### src/rtl/wb_regfile_scoreboard.sv
// Architectural GPR file with write-back commit, two bypassed combinational read
// ports and a per-register pending-write scoreboard for decode stall decisions.
module wb_regfile_scoreboard #(
  parameter int DATA_W = 32,
  parameter int ADDR_W = 5,
  parameter int PEND_W = 2
) (
  input  logic              clk,
  input  logic              rst,
  input  logic [DATA_W-1:0] wb_data_i,
  input  logic [ADDR_W-1:0] wb_addr_i,
  input  logic              wb_en_i,
  input  logic [ADDR_W-1:0] rs_addr_i,
  input  logic [ADDR_W-1:0] rt_addr_i,
  output logic [DATA_W-1:0] rs_data_o,
  output logic [DATA_W-1:0] rt_data_o,
  output logic              rs_busy_o,
  output logic              rt_busy_o,
  input  logic              issue_en_i,
  input  logic [ADDR_W-1:0] issue_addr_i,
  input  logic              flush_i,
  output logic              err_o
);

  localparam int                NREG    = 1 << ADDR_W;
  localparam logic [PEND_W-1:0] CNT_MAX = '1;
  localparam logic [PEND_W-1:0] CNT_ONE = PEND_W'(1);

  logic [DATA_W-1:0] gpr_q [NREG];
  logic [DATA_W-1:0] gpr_d [NREG];
  logic [PEND_W-1:0] cnt_q [NREG];
  logic [PEND_W-1:0] cnt_d [NREG];
  logic              err_q, err_d;

  logic [NREG-1:0]   inc_vec, dec_vec;
  logic              wb_commit;
  logic              err_set;

  assign wb_commit = wb_en_i && (wb_addr_i != '0);

  // Per-register increment/decrement requests; register 0 never participates.
  always_comb begin
    inc_vec = '0;
    dec_vec = '0;
    for (int r = 1; r < NREG; r++) begin
      inc_vec[r] = issue_en_i && (issue_addr_i == ADDR_W'(r));
      dec_vec[r] = wb_en_i && (wb_addr_i == ADDR_W'(r));
    end
  end

  always_comb begin
    for (int r = 0; r < NREG; r++) begin
      gpr_d[r] = gpr_q[r];
    end
    if (wb_commit) begin
      gpr_d[wb_addr_i] = wb_data_i;
    end
  end

  // Flush wipes all counts and masks both the same-cycle issue and decrement.
  always_comb begin
    err_set = 1'b0;
    for (int r = 0; r < NREG; r++) begin
      cnt_d[r] = cnt_q[r];
      if (r == 0 || flush_i) begin
        cnt_d[r] = '0;
      end else if (inc_vec[r] && !dec_vec[r]) begin
        if (cnt_q[r] == CNT_MAX) begin
          err_set = 1'b1;
        end else begin
          cnt_d[r] = cnt_q[r] + CNT_ONE;
        end
      end else if (dec_vec[r] && !inc_vec[r]) begin
        if (cnt_q[r] == '0) begin
          err_set = 1'b1;
        end else begin
          cnt_d[r] = cnt_q[r] - CNT_ONE;
        end
      end
    end
    err_d = err_q || err_set;
  end

  always_ff @(posedge clk) begin
    if (!rst) begin
      for (int r = 0; r < NREG; r++) begin
        gpr_q[r] <= '0;
        cnt_q[r] <= '0;
      end
      err_q <= 1'b0;
    end else begin
      for (int r = 0; r < NREG; r++) begin
        gpr_q[r] <= gpr_d[r];
        cnt_q[r] <= cnt_d[r];
      end
      err_q <= err_d;
    end
  end

  function automatic logic [DATA_W-1:0] read_port(
    input logic [ADDR_W-1:0] addr,
    input logic [DATA_W-1:0] stored
  );
    if (addr == '0) begin
      return '0;
    end
    if (wb_en_i && (wb_addr_i == addr)) begin
      return wb_data_i;
    end
    return stored;
  endfunction

  // A register whose final writer commits this cycle is served by the bypass.
  function automatic logic busy_flag(
    input logic [ADDR_W-1:0] addr,
    input logic [PEND_W-1:0] cnt
  );
    logic last_commit;
    last_commit = (cnt == CNT_ONE) && wb_en_i && (wb_addr_i == addr);
    return (addr != '0) && (cnt != '0) && !last_commit;
  endfunction

  always_comb begin
    rs_data_o = read_port(rs_addr_i, gpr_q[rs_addr_i]);
    rt_data_o = read_port(rt_addr_i, gpr_q[rt_addr_i]);
    rs_busy_o = busy_flag(rs_addr_i, cnt_q[rs_addr_i]);
    rt_busy_o = busy_flag(rt_addr_i, cnt_q[rt_addr_i]);
  end

  assign err_o = err_q;

endmodule

### config.mk
export PLATFORM = sky130hd
export DESIGN_NAME = wb_regfile_scoreboard
export DESIGN_NICKNAME = d
export VERILOG_FILES = /design/src/rtl/wb_regfile_scoreboard.sv
export SDC_FILE = /design/constraint.sdc
export NUM_CORES = 2
export LEC_CHECK = 0
export ABC_AREA = 1
export CAP_MARGIN = 30
export CORE_ASPECT_RATIO = 0.9
export CORE_MARGIN = 3
export CORE_UTILIZATION = 45
export DETAILED_ROUTE_END_ITERATION = 10
export SYNTH_ARGS = -nofsm -noshare
export SYNTH_HDL_FRONTEND = slang
export SYNTH_SLANG_ARGS = --single-unit
### constraint.sdc
create_clock -name clk -period 5.9 [get_ports clk]
set_input_delay 0.885 -clock clk [delete_from_list [all_inputs] [get_ports clk]]
set_output_delay 0.885 -clock clk [all_outputs]
set_load 0.01 [all_outputs]
# Yosys cells after proc, flatten, opt, wreduce, memory -nomap -nowiden
# Memories as Yosys holds them, arrays and structs flattened.
# Cells that the tools add are included.
[totals] reg_bits=1 ramBits=1088 in_bits=57 output_inout_bits=67 wordCells=862 n_memories=2
[mem_list] memory="gpr_q" depth=32 width=32 rd=34 rd_clocked_by_memory_dff=0 wr=32 line_no="29" rtl="logic [DATA_W-1:0] gpr_q [NREG];"
[mem_list] memory="cnt_q" depth=32 width=2 rd=33 rd_clocked_by_memory_dff=0 wr=32 line_no="31" rtl="logic [PEND_W-1:0] cnt_q [NREG];"
[op_classes] addsub=62 order_cmp=2 eq_ne=97 n_mux=394 bitwise_logic=65 n_reduce_logical=239
[ops] op="32-bit 2-to-1 mux" n=41
[ops] op="1024-bit bitwise mux" n=1
[ops] op="1024-bit 2-to-1 mux" n=1
[ops] op="2-bit 2-to-1 mux" n=187
[ops] op="1-bit 2-to-1 mux" n=163
[ops] op="32-bit demux with 5-bit select" n=1
[ops] op="5-bit equality test, second input constant" n=32
[ops] op="1-bit logical AND" n=136
[ops] op="5-bit by 4-bit equality test with 1-bit output, second input constant" n=16
[ops] op="1-bit logical NOT" n=64
[ops] op="1-bit OR" n=64
[ops] op="2-bit by 1-bit adder with 2-bit output, second input constant" n=31
[ops] op="2-bit equality test, second input constant" n=31
[ops] op="2-bit logical NOT" n=31
[ops] op="2-bit by 1-bit subtractor with 2-bit output, second input constant" n=31
[ops] op="5-bit by 3-bit equality test with 1-bit output, second input constant" n=8
[ops] op="5-bit by 2-bit equality test with 1-bit output, second input constant" n=4
[ops] op="5-bit nonzero test" n=3
[ops] op="5-bit by 1-bit equality test with 1-bit output, second input constant" n=2
[ops] op="5-bit equality test" n=2
[ops] op="5-bit logical NOT" n=2
[ops] op="6-bit >= comparator, second input constant" n=1
[ops] op="6-bit by 1-bit < comparator with 1-bit output, second input constant" n=1
[ops] op="5-bit inverter with 6-bit output" n=1
[ops] op="3 further kinds" n=5

# Longest topological paths before layout
[logic_depth] depth_word=128 mapped_depth=19

# Worst setup path after synthesis
# No wires, ideal clock.
[synth_path] kind="input-to-output" from="in rt_addr_i[2]" to="out rt_data_o[22]" t_arrival_ns=2.175 t_required_ns=5.015 slack_ns=2.840 path_stages=9 n_path_buf=4 cell_sequence="buf_2 inv_2 buf_2 nor2_1 nor3_1 nand3_1 buf_2 clkbuf_1 a21oi_1"
[synth_via] elab_chain_len=6
[synth_lines] item="from (decl)" line_no="14" rtl="input logic [ADDR_W-1:0] rt_addr_i,"
[synth_lines] item="branches (longest 5 deep; another with memory 32 x 32 bit)"
[synth_lines] item="32-bit 2-to-1 mux *" line_no="107" rtl="if (wb_en_i && (wb_addr_i == addr)) begin"
[synth_lines] item="to (decl)" line_no="16" rtl="output logic [DATA_W-1:0] rt_data_o,"
# Every way passes the cells marked *. The select of a mux whose other input is x is not followed.

# Worst setup path in the final report
[layout_path] from="in rt_addr_i[0]" to="out rt_data_o[4]"
# The elaborated chain is that of the path after synthesis.

==> results_dict.tcl <==
set metrics [dict create \
    crit_buf_inv 4 \
    layout.nets 9787 \
    layout.cells.non_filler 11589 \
    yosys.area.top_type "dfxtp_1" \
    holdPathStages 2 \
    synth_top_cell_area_share_pct 35.0 \
    synthAdderAreaFrac_pct 1.25 \
    hold_end "gpr_q[0][17]" \
    clock-skew-final_ns 0.0207 \
    maxCapViolations 0 \
    cp.arrival_ns 4.05 \
    cp_cell_sequence "buf_8 > inv_8 > buf_4 > nand2_1 > nand3_1 > nand3_1 > nand2_1 > nor2_1 > nand2_1 > nand2_1 > a21oi_1 > clkdlybuf4s50_1" \
    synth_top_family_by_area "simple AND/OR/NAND/NOR gates" \
    cts.reportedPaths.clkPinSlew_ns 0.06 \
    slowest_delay_ns 0.53 \
    first_iter_violations 9425 \
    grt_max_degree 256 \
    first_pass_iters 7 \
    r2r_cells 10 \
    synth-compound-area-share_pct 23.9 \
    p_leak_nw 28.3 \
    critPathKind "input pin to primary output" \
    antenna_found_initial 18 \
    swShare_pct 28.6 \
    synth.most_common_cell "nand2_1" \
    hold_viol_final 0 \
    slew_headroom_pct 18.7 \
    core.rowCount 128 \
    r2r-start "cnt_q[11][1]" \
    status "finished, final reports clean" \
    vias_per_cell 5.86 \
    cp_top_family "buffers and inverters" \
    core_area_um2 136000 \
    clk_latency_ns 0.77 \
    comb_power_share_pct 13.7 \
    vias 67931 \
    syn-cell-area_um2 62200 \
    r2r_end "err_o" \
    ys_async_sr_fraction_pct 0 \
    synth.area.top_cells "dfxtp_1 35%, nand2_1 13%, o21ai_0 11%, a21oi_1 8.6%, nand3_1 7.9%" \
    dp.cells 11353 \
    wl_per_cell_um 23.2 \
    synth_ff_type "dfxtp_1" \
    grt_usage_pct 36.5 \
    grt_pass1_wl_um 396000 \
    initial_core_util_pct 45.6 \
    hold_buffers 0 \
    areaGrowthSynthToFinish_pct 9.84 \
    cts-resized-gates 0 \
    reg2reg_slack_ns 4.44 \
    cts_setup_buffers 0 \
    vdd_drop_max_uv 300 \
    syn_nets 10231 \
    hold_path_class "flip-flop to flip-flop" \
    worst_pin_slew_ns 1.22 \
    cts-root-buf "clkbuf_16" \
    hp-start "gpr_q[0][17]" \
    drc 0 \
    power_density_nw_per_um2 265 \
    maxSlewViolCount 0 \
    p_sw_mw 5.18 \
    postRouteAntennaNets 0 \
    clock_sinks 1087 \
    wirelength_um 269000 \
    first_global_vias 60760 \
    cts_tree "yes" \
    seq_area_frac_synth_pct 35.0 \
    die_height_um 359 \
    critPathMostFrequentCell "nand2_1" \
    io_pins 124 \
    hpwl_um 150000 \
    startpoint_type "input pin" \
    die_w_um 398 \
    critPathCaptureType "primary output" \
    setup_viol 0 \
    yosys-top-cells-count "2230 x nand2_1, 1383 x o21ai_0, 1087 x dfxtp_1" \
    synth-simple-area-share_pct 28.0 \
    clockBufferDepth 3 \
    yosysWarnings 0 \
    grt_overflow 0 \
    syn_avg_cell_area_um2 6.15 \
    h-tree-depth 4 \
    finalCriticalPeriod_ns 4.94 \
    numCtsBuffers 130 \
    fmax_mhz 202 \
    dieArea_um2 143000 \
    synth-edff-count 0 \
    syn_inst 10112 \
    final.period_utilization_pct 83.7 \
    power_frac_clock_pct 44.9 \
    drive_above_1_share_pct 4.64 \
    ys_seq_elements 1087 \
    post_synth_num_cell_types 27 \
    critical_path.max_fanout 94 \
    rsz0062_at_grt "no" \
    crit_slowest_cell "buf_8" \
    p_seq_share_pct 41.3 \
    synth_xor_area_share_pct 0.0141 \
    muxShareOfSynthArea_pct 0 \
    p_int_mw 12.9 \
    place.gp.congestion 0.936 \
    io_buffers 123 \
    tns_ns 0 \
    cp.required_ns 5.02 \
]
==> per-stage QoR <==
step	power (mW)	hold WS, ns	setup slack (ns)	area, µm²	utilization [%]
after floorplan	9.10	0.407	2.84	62200	-
after global placement	10.0	0.414	1.16	63800	46.8
after detailed placement	10.0	0.416	1.15	64000	46.9
after CTS	18.1	0.426	1.15	68200	50.0
after global routing	18.6	0.442	0.873	68200	50.1
final	18.1	0.426	0.961	68300	50.1
==> cell type report <==
class,count,area (µm²)
fill,13898,68000
multi-input combinational,7139,33100
sequential,1087,21800
clock buffer,201,4000
inverter,1006,3820
timing repair buffer,304,3080
tap,1820,2280
clock inverter,22,209
antenna,10,25.0
==> state kept, by name (all words and copies together), names as in the netlist <==
| register | count |
|---|---|
| cnt_q | 62 |
| err_o | 1 |
| gpr_q | 1024 |
==> power groups by stage <==
stage          registers [mW]  clock network, mW  logic (mW)
4_1_cts                  7.48               8.19        2.41
3_5_place_dp             7.64                  0        2.40
2_1_floorplan            7.63                  0        1.47
3_3_place_gp             7.63                  0        2.38
5_1_grt                  7.48               8.49        2.66
6_report                 7.48               8.12        2.49
==> worst max-delay path by stage <==
stage	from	to	slack, ns	cells past startpoint
finish	rt_addr_i[0]	rt_data_o[4]	0.96	12
global route	rt_addr_i[0]	rt_data_o[4]	0.87	12
CTS	rt_addr_i[1]	rt_data_o[16]	1.15	10
detailed placement	rt_addr_i[0]	rt_data_o[4]	1.15	12
global placement	rt_addr_i[0]	rt_data_o[11]	1.16	11
floorplan	rt_addr_i[2]	rt_data_o[22]	2.84	9
==> cells in the final DEF (no fill, tap or decap), types with 13 or more instances in the layout <==
cell type	Yosys	routed
clkbuf_8	0	31
a21oi_1	1073	1073
clkbuf_16	0	138
o21ai_0	1383	1383
inv_2	19	32
nor2_1	1045	1033
clkdlybuf4s50_1	0	112
nand3_1	978	974
ha_1	62	62
clkbuf_1	533	32
nand2_1	2230	2230
clkinv_2	0	20
buf_4	5	150
o211ai_1	290	290
buf_12	0	29
dfxtp_1	1087	1087
inv_1	986	962
a211oi_1	44	44
nor2_4	4	13
==> worst min-delay path, delay by kind of cell, from the launching register on <==
family / cells / cell delay, ns
simple gates: 1 / 0.05
buf+inv: 1 / 0.03
flops: 1 / 0.31
==> metal layers <==
metal,global-route usage (%),vias up,share of wire (%)
met2,54.0,3962,41
met3,8.15,710,12
met5,0,-,0.016
met1,50.5,31222,41
li1,-,32031,-
met4,16.9,6,4.8
==> cell families after synthesis <==
group | Yosys count
AOI/OAI and AO/OA | 2795
DFF | 1087
buffers and inverters | 1886
xor gates and xnor gates | 1
adders and majority gates | 62
and+or+nand+nor | 4281
(Power assumes the default switching activity.)
